===== config.mk =====
export PLATFORM = sky130hd
export DESIGN_NAME = frame_buffer_arbiter
export DESIGN_NICKNAME = d
export VERILOG_FILES = /design/src/rtl/frame_buffer_arbiter.sv
export SDC_FILE = /design/constraint.sdc
export NUM_CORES = 1
export LEC_CHECK = 0
export CORE_MARGIN = 5
export CORE_UTILIZATION = 47
export DETAILED_ROUTE_END_ITERATION = 6
export PLACE_DENSITY = 0.71
export SYNTH_ARGS = -nofsm -noshare
export SYNTH_HDL_FRONTEND = slang
export SYNTH_SLANG_ARGS = --single-unit

===== constraint.sdc =====
create_clock -name clk -period 3.1 [get_ports clk]
set_input_delay 0.31 -clock clk [delete_from_list [all_inputs] [get_ports clk]]
set_output_delay 0.31 -clock clk [all_outputs]
set_load 0.05 [all_outputs]

===== src/rtl/frame_buffer_arbiter.sv =====
// frame_buffer_arbiter: display reads (fixed 3-cycle latency, strict priority) and FIFO-buffered writes share one RAM port; define FBA_WR_FWD_EN to forward queued write data to reads
module frame_buffer_arbiter #(
    parameter int ADDR_W      = 17,
    parameter int DATA_W      = 8,
    parameter int WFIFO_DEPTH = 4
) (
    input  logic                           clk,
    input  logic                           reset,
    input  logic                           rd_req,
    input  logic [ADDR_W-1:0]              rd_addr,
    output logic                           rd_valid,
    output logic [DATA_W-1:0]              rd_data,
    input  logic                           wr_valid,
    output logic                           wr_ready,
    input  logic [ADDR_W-1:0]              wr_addr,
    input  logic [DATA_W-1:0]              wr_data,
    output logic [$clog2(WFIFO_DEPTH):0]   wfifo_lvl,
    output logic                           mem_en,
    output logic                           mem_we,
    output logic [ADDR_W-1:0]              mem_addr,
    output logic [DATA_W-1:0]              mem_wdata,
    input  logic [DATA_W-1:0]              mem_rdata
);
    localparam int PW = $clog2(WFIFO_DEPTH);
    localparam int LW = PW + 1;
    localparam logic [1:0] IDLE = 2'd0, RD = 2'd1, WR = 2'd2;

    logic [1:0]        state, state_nxt;
    logic [ADDR_W-1:0] fifo_addr [WFIFO_DEPTH];
    logic [DATA_W-1:0] fifo_data [WFIFO_DEPTH];
    logic [PW-1:0]     wr_ptr, rd_ptr;
    logic              push, pop, rd_p1, rd_p2;
    logic              ret_hit;
    logic [DATA_W-1:0] ret_data;

    assign wr_ready  = wfifo_lvl < LW'(WFIFO_DEPTH);
    assign push      = wr_valid && wr_ready;
    assign state_nxt = rd_req ? RD : (wfifo_lvl != '0 ? WR : IDLE);
    assign pop       = state_nxt == WR;
    assign mem_en    = state != IDLE;
    assign mem_we    = state == WR;

    always_ff @(posedge clk) begin
        if (push) begin
            fifo_addr[wr_ptr] <= wr_addr;
            fifo_data[wr_ptr] <= wr_data;
        end
    end

`ifdef FBA_WR_FWD_EN
    logic              fwd_hit, hit1, hit2;
    logic [DATA_W-1:0] fwd_data, data1, data2;
    // Oldest first (the write on the RAM bus, then FIFO head to tail) so the newest match wins
    always_comb begin
        fwd_hit  = state == WR && mem_addr == rd_addr;
        fwd_data = mem_wdata;
        for (int i = 0; i < WFIFO_DEPTH; i++) begin
            if (LW'(i) < wfifo_lvl && fifo_addr[rd_ptr + PW'(i)] == rd_addr) begin
                fwd_hit  = 1'b1;
                fwd_data = fifo_data[rd_ptr + PW'(i)];
            end
        end
    end
    always_ff @(posedge clk or negedge reset) begin
        if (!reset) begin
            hit1  <= 1'b0;
            hit2  <= 1'b0;
            data1 <= '0;
            data2 <= '0;
        end else begin
            hit1  <= rd_req && fwd_hit;
            hit2  <= hit1;
            data1 <= fwd_data;
            data2 <= data1;
        end
    end
    assign ret_hit  = hit2;
    assign ret_data = data2;
`else
    assign ret_hit  = 1'b0;
    assign ret_data = '0;
`endif

    always_ff @(posedge clk or negedge reset) begin
        if (!reset) begin
            state     <= IDLE;
            wr_ptr    <= '0;
            rd_ptr    <= '0;
            wfifo_lvl <= '0;
            mem_addr  <= '0;
            mem_wdata <= '0;
            rd_p1     <= 1'b0;
            rd_p2     <= 1'b0;
            rd_valid  <= 1'b0;
            rd_data   <= '0;
        end else begin
            state     <= state_nxt;
            wr_ptr    <= wr_ptr + PW'(push);
            rd_ptr    <= rd_ptr + PW'(pop);
            wfifo_lvl <= wfifo_lvl + LW'(push) - LW'(pop);
            if (rd_req)
                mem_addr <= rd_addr;
            else if (pop) begin
                mem_addr  <= fifo_addr[rd_ptr];
                mem_wdata <= fifo_data[rd_ptr];
            end
            rd_p1    <= rd_req;
            rd_p2    <= rd_p1;
            rd_valid <= rd_p2;
            if (rd_p2)
                rd_data <= ret_hit ? ret_data : mem_rdata;
        end
    end
endmodule


==> impl_metrics.csv <==
group,metric,value,unit
detailed_routing,wl,10800,um
placement,place_inst,495,
clocking,clock-sinks,144,
clocking,post_cts_buffers,0,
critical_path,critical_path_class,"reg2reg",
finish,fin_nets,428,
sta,layout_min_cycle_time,2210,ps
floorplan,die_area,14000,sq um
sta,rsz0062_at_grt,"no",
critical_path,r2r_slack,890,ps
sta,relSlewSlack,0.314,
pwr,p_per_area,959,nW/um^2
detailed_routing,routed_via_density,5.38,
clocking,path_clk_slew,60,ps
critical_path,startpoint_type,"register",
finish,syn_to_final_growth,30.3,%
yosys,synth_area,5510,sq um
global_route,grt_pass1_vias,3124,
floorplan,io_pins,94,
critical_path,timing.rr.end,"wfifo_lvl[2]",
placement,place.port_buffers,93,
clocking,htree_levels,4,
detailed_routing,post_drt_wl_per_cell,20.5,um
detailed_routing,ant_nets,0,
global_route,antenna_found_initial,0,
finish,layout_common_cells,"edfxtp_1, clkdlybuf4s50_1, dfrtp_1, clkbuf_16, mux4_1",
yosys,syn_nets,322,
yosys,ys_top_cells_by_area,"edfxtp_1, dfrtp_1, mux4_1, mux4_2, o221a_2",
sta,fin_skew,12.6,ps
global_route,grt_usage,0.161,
critical_path,crit_family,"simple AND/OR/NAND/NOR gates",
finish,final_cells,527,
critical_path,cp.required,3430,ps
critical_path,crit_top_cell,"xnor2_1",
critical_path,crit_slowest_cell,"dfrtp_1",
global_route,grt_pass1_wl,17200,um
sta,timing.fmax,453,MHz
yosys,synth_top_cell_by_area,"edfxtp_1",
critical_path,cp.arrival,2530,ps
yosys,synth_top_area_share,0.545,
critical_path,r2r_start,"wfifo_lvl[2]",
floorplan,coreArea,11500,sq um
sta,hold_ws,85.5,ps
floorplan,die_h,118,um
sta,setup_tns,0,ps
critical_path,path_depth,7,
status,status,"complete, no violations",
clocking,numCtsBuffers,17,
detailed_routing,drc,0,
pwr,power,6890,uW
clocking,clock-root-buffer,"clkbuf_16",
detailed_routing,drt_first_iter_violations,158,
global_route,gr-total-overflow,0,
placement,hpwl,6790,um
clocking,postCtsHoldBufs,0,
clocking,cts_resized,0,
sta,slew_violations,0,
critical_path,endpoint_kind,"register",
job,cap_violations,0,
floorplan,start_util,0.480,
finish,drive_above_1_share,0.219,
pwr,p_leak,0.00262,uW
critical_path,crit_buf_inv,1,
yosys,avgSynthCellArea,20.8,sq um
placement,gp_congestion,0.704,
finish,diodes,0,
yosys,yosys.cell_types.count,29,
yosys,ys_seq_elements,144,
sta,tightest_slew,1030,ps
hold_path,hp-class,"in2async",
clocking,cts_tree,"yes",
detailed_routing,vias,2833,
floorplan,die_x,118,um
sta,hold_viol_final,0,
finish,mostFrequentLayoutCell,"edfxtp_1",
floorplan,rows,39,
critical_path,critical_path_peak_fanout,20,
pwr,ir_drop,0.517,mV
yosys,syn_inst,265,
critical_path,rr_worst_depth,7,
critical_path,critPathMaxStageDelay,460,ps
critical_path,crit_end,"wfifo_lvl[2]",
global_route,grt_max_degree,45,
critical_path,worstPathCellList,"nor3_1, or2_2, buf_4, nor2_1, fa_1, xnor2_1, xnor2_1",
sta,finalSetupViolCount,0,
yosys,synth-seq-area-share,0.745,
critical_path,crit_path_start,"wfifo_lvl[2]",
clocking,clk-insertion-delay-late,410,ps
clocking,cts_buffer_depth,2,
sta,finalCritPeriodShare,0.711,
detailed_routing,dr.pass1.iters,4,
yosys,ys.warnings.count,0,
## metal layers
metal,track usage,up-vias,wire [um]
met3,0.0587,14,712
li1,-,1273,-
met2,0.256,102,5290
met1,0.210,1444,4680
met5,0,-,0
met4,0.0516,0,116
## worst min-delay path by stage
stage | start | to | slack (ps) | cells after the start
2_1_floorplan | reset | mem_addr[0] | 10 | 0
3_3_place_gp | state[0] | rd_p2 | 380 | 0
3_5_place_dp | state[0] | rd_p2 | 390 | 0
4_1_cts | reset | mem_addr[3] | 130 | 1
5_1_grt | reset | rd_data[4] | 210 | 1
6_report | reset | rd_data[5] | 90 | 1
## logic make-up after synthesis
kind of cell	synth area share
flip-flops	0.745
multiplexers	0.149
adder cells (fa/ha/maj)	0.00818
AND/OR/NAND/NOR	0.0288
buffers and inverters	0.0229
AO/OA/AOI/OAI	0.0361
XOR/XNOR	0.00954
## per-stage QoR
step	setup slack [ps]	util	area, sq um
floorplan	567	-	5510
global placement	771	0.575	6600
detailed placement	731	0.575	6600
CTS	873	0.626	7180
global route	715	0.626	7180
finish	894	0.626	7180
## cell usage after synthesis
master,count
xnor2_1,4
mux4_1,13
mux4_2,12
clkbuf_1,5
nand2_1,1
buf_12,1
inv_4,1
buf_6,2
xor2_1,2
ha_1,2
nand2b_1,12
o21ai_0,6
nor2_1,2
fa_1,1
nor3b_1,2
a22oi_1,6
o221a_2,11
mux2_2,8
edfxtp_1,100
inv_1,9
and3b_1,1
nor2b_1,2
mux2_4,8
buf_2,5
nor4_2,1
and3_1,1
nor3_1,1
or2_2,2
dfrtp_1,44
## registers in the layout (all words and copies together), names as in the netlist
signal and cells:
rd_valid 1, rd_ptr 2, wr_ptr 2, fifo_addr 68, fifo_data 32, rd_p2 1, rd_data 8, mem_addr 17
mem_wdata 8, state 2, wfifo_lvl 3
## report_power, final
group | internal (uW) | total (uW) | switching, uW | leakage [uW]
Sequential | 2470 | 2780 | 304 | 0.00142
Clock | 1200 | 1960 | 756 | 0.000285
Combinational | 948 | 2150 | 1200 | 0.000917
## final cells by class
| class | instances | area [sq um] |
|---|---|---|
| repair buffers | 100 | 978 |
| flip-flops and latches | 144 | 4110 |
| clock inverters | 13 | 135 |
| fillers | 839 | 4290 |
| clock buffers | 19 | 443 |
| inverters | 10 | 40.0 |
| well taps | 143 | 179 |
| multi-input cells | 98 | 1300 |
No activity file was read; power rests on OpenSTA's default activity.
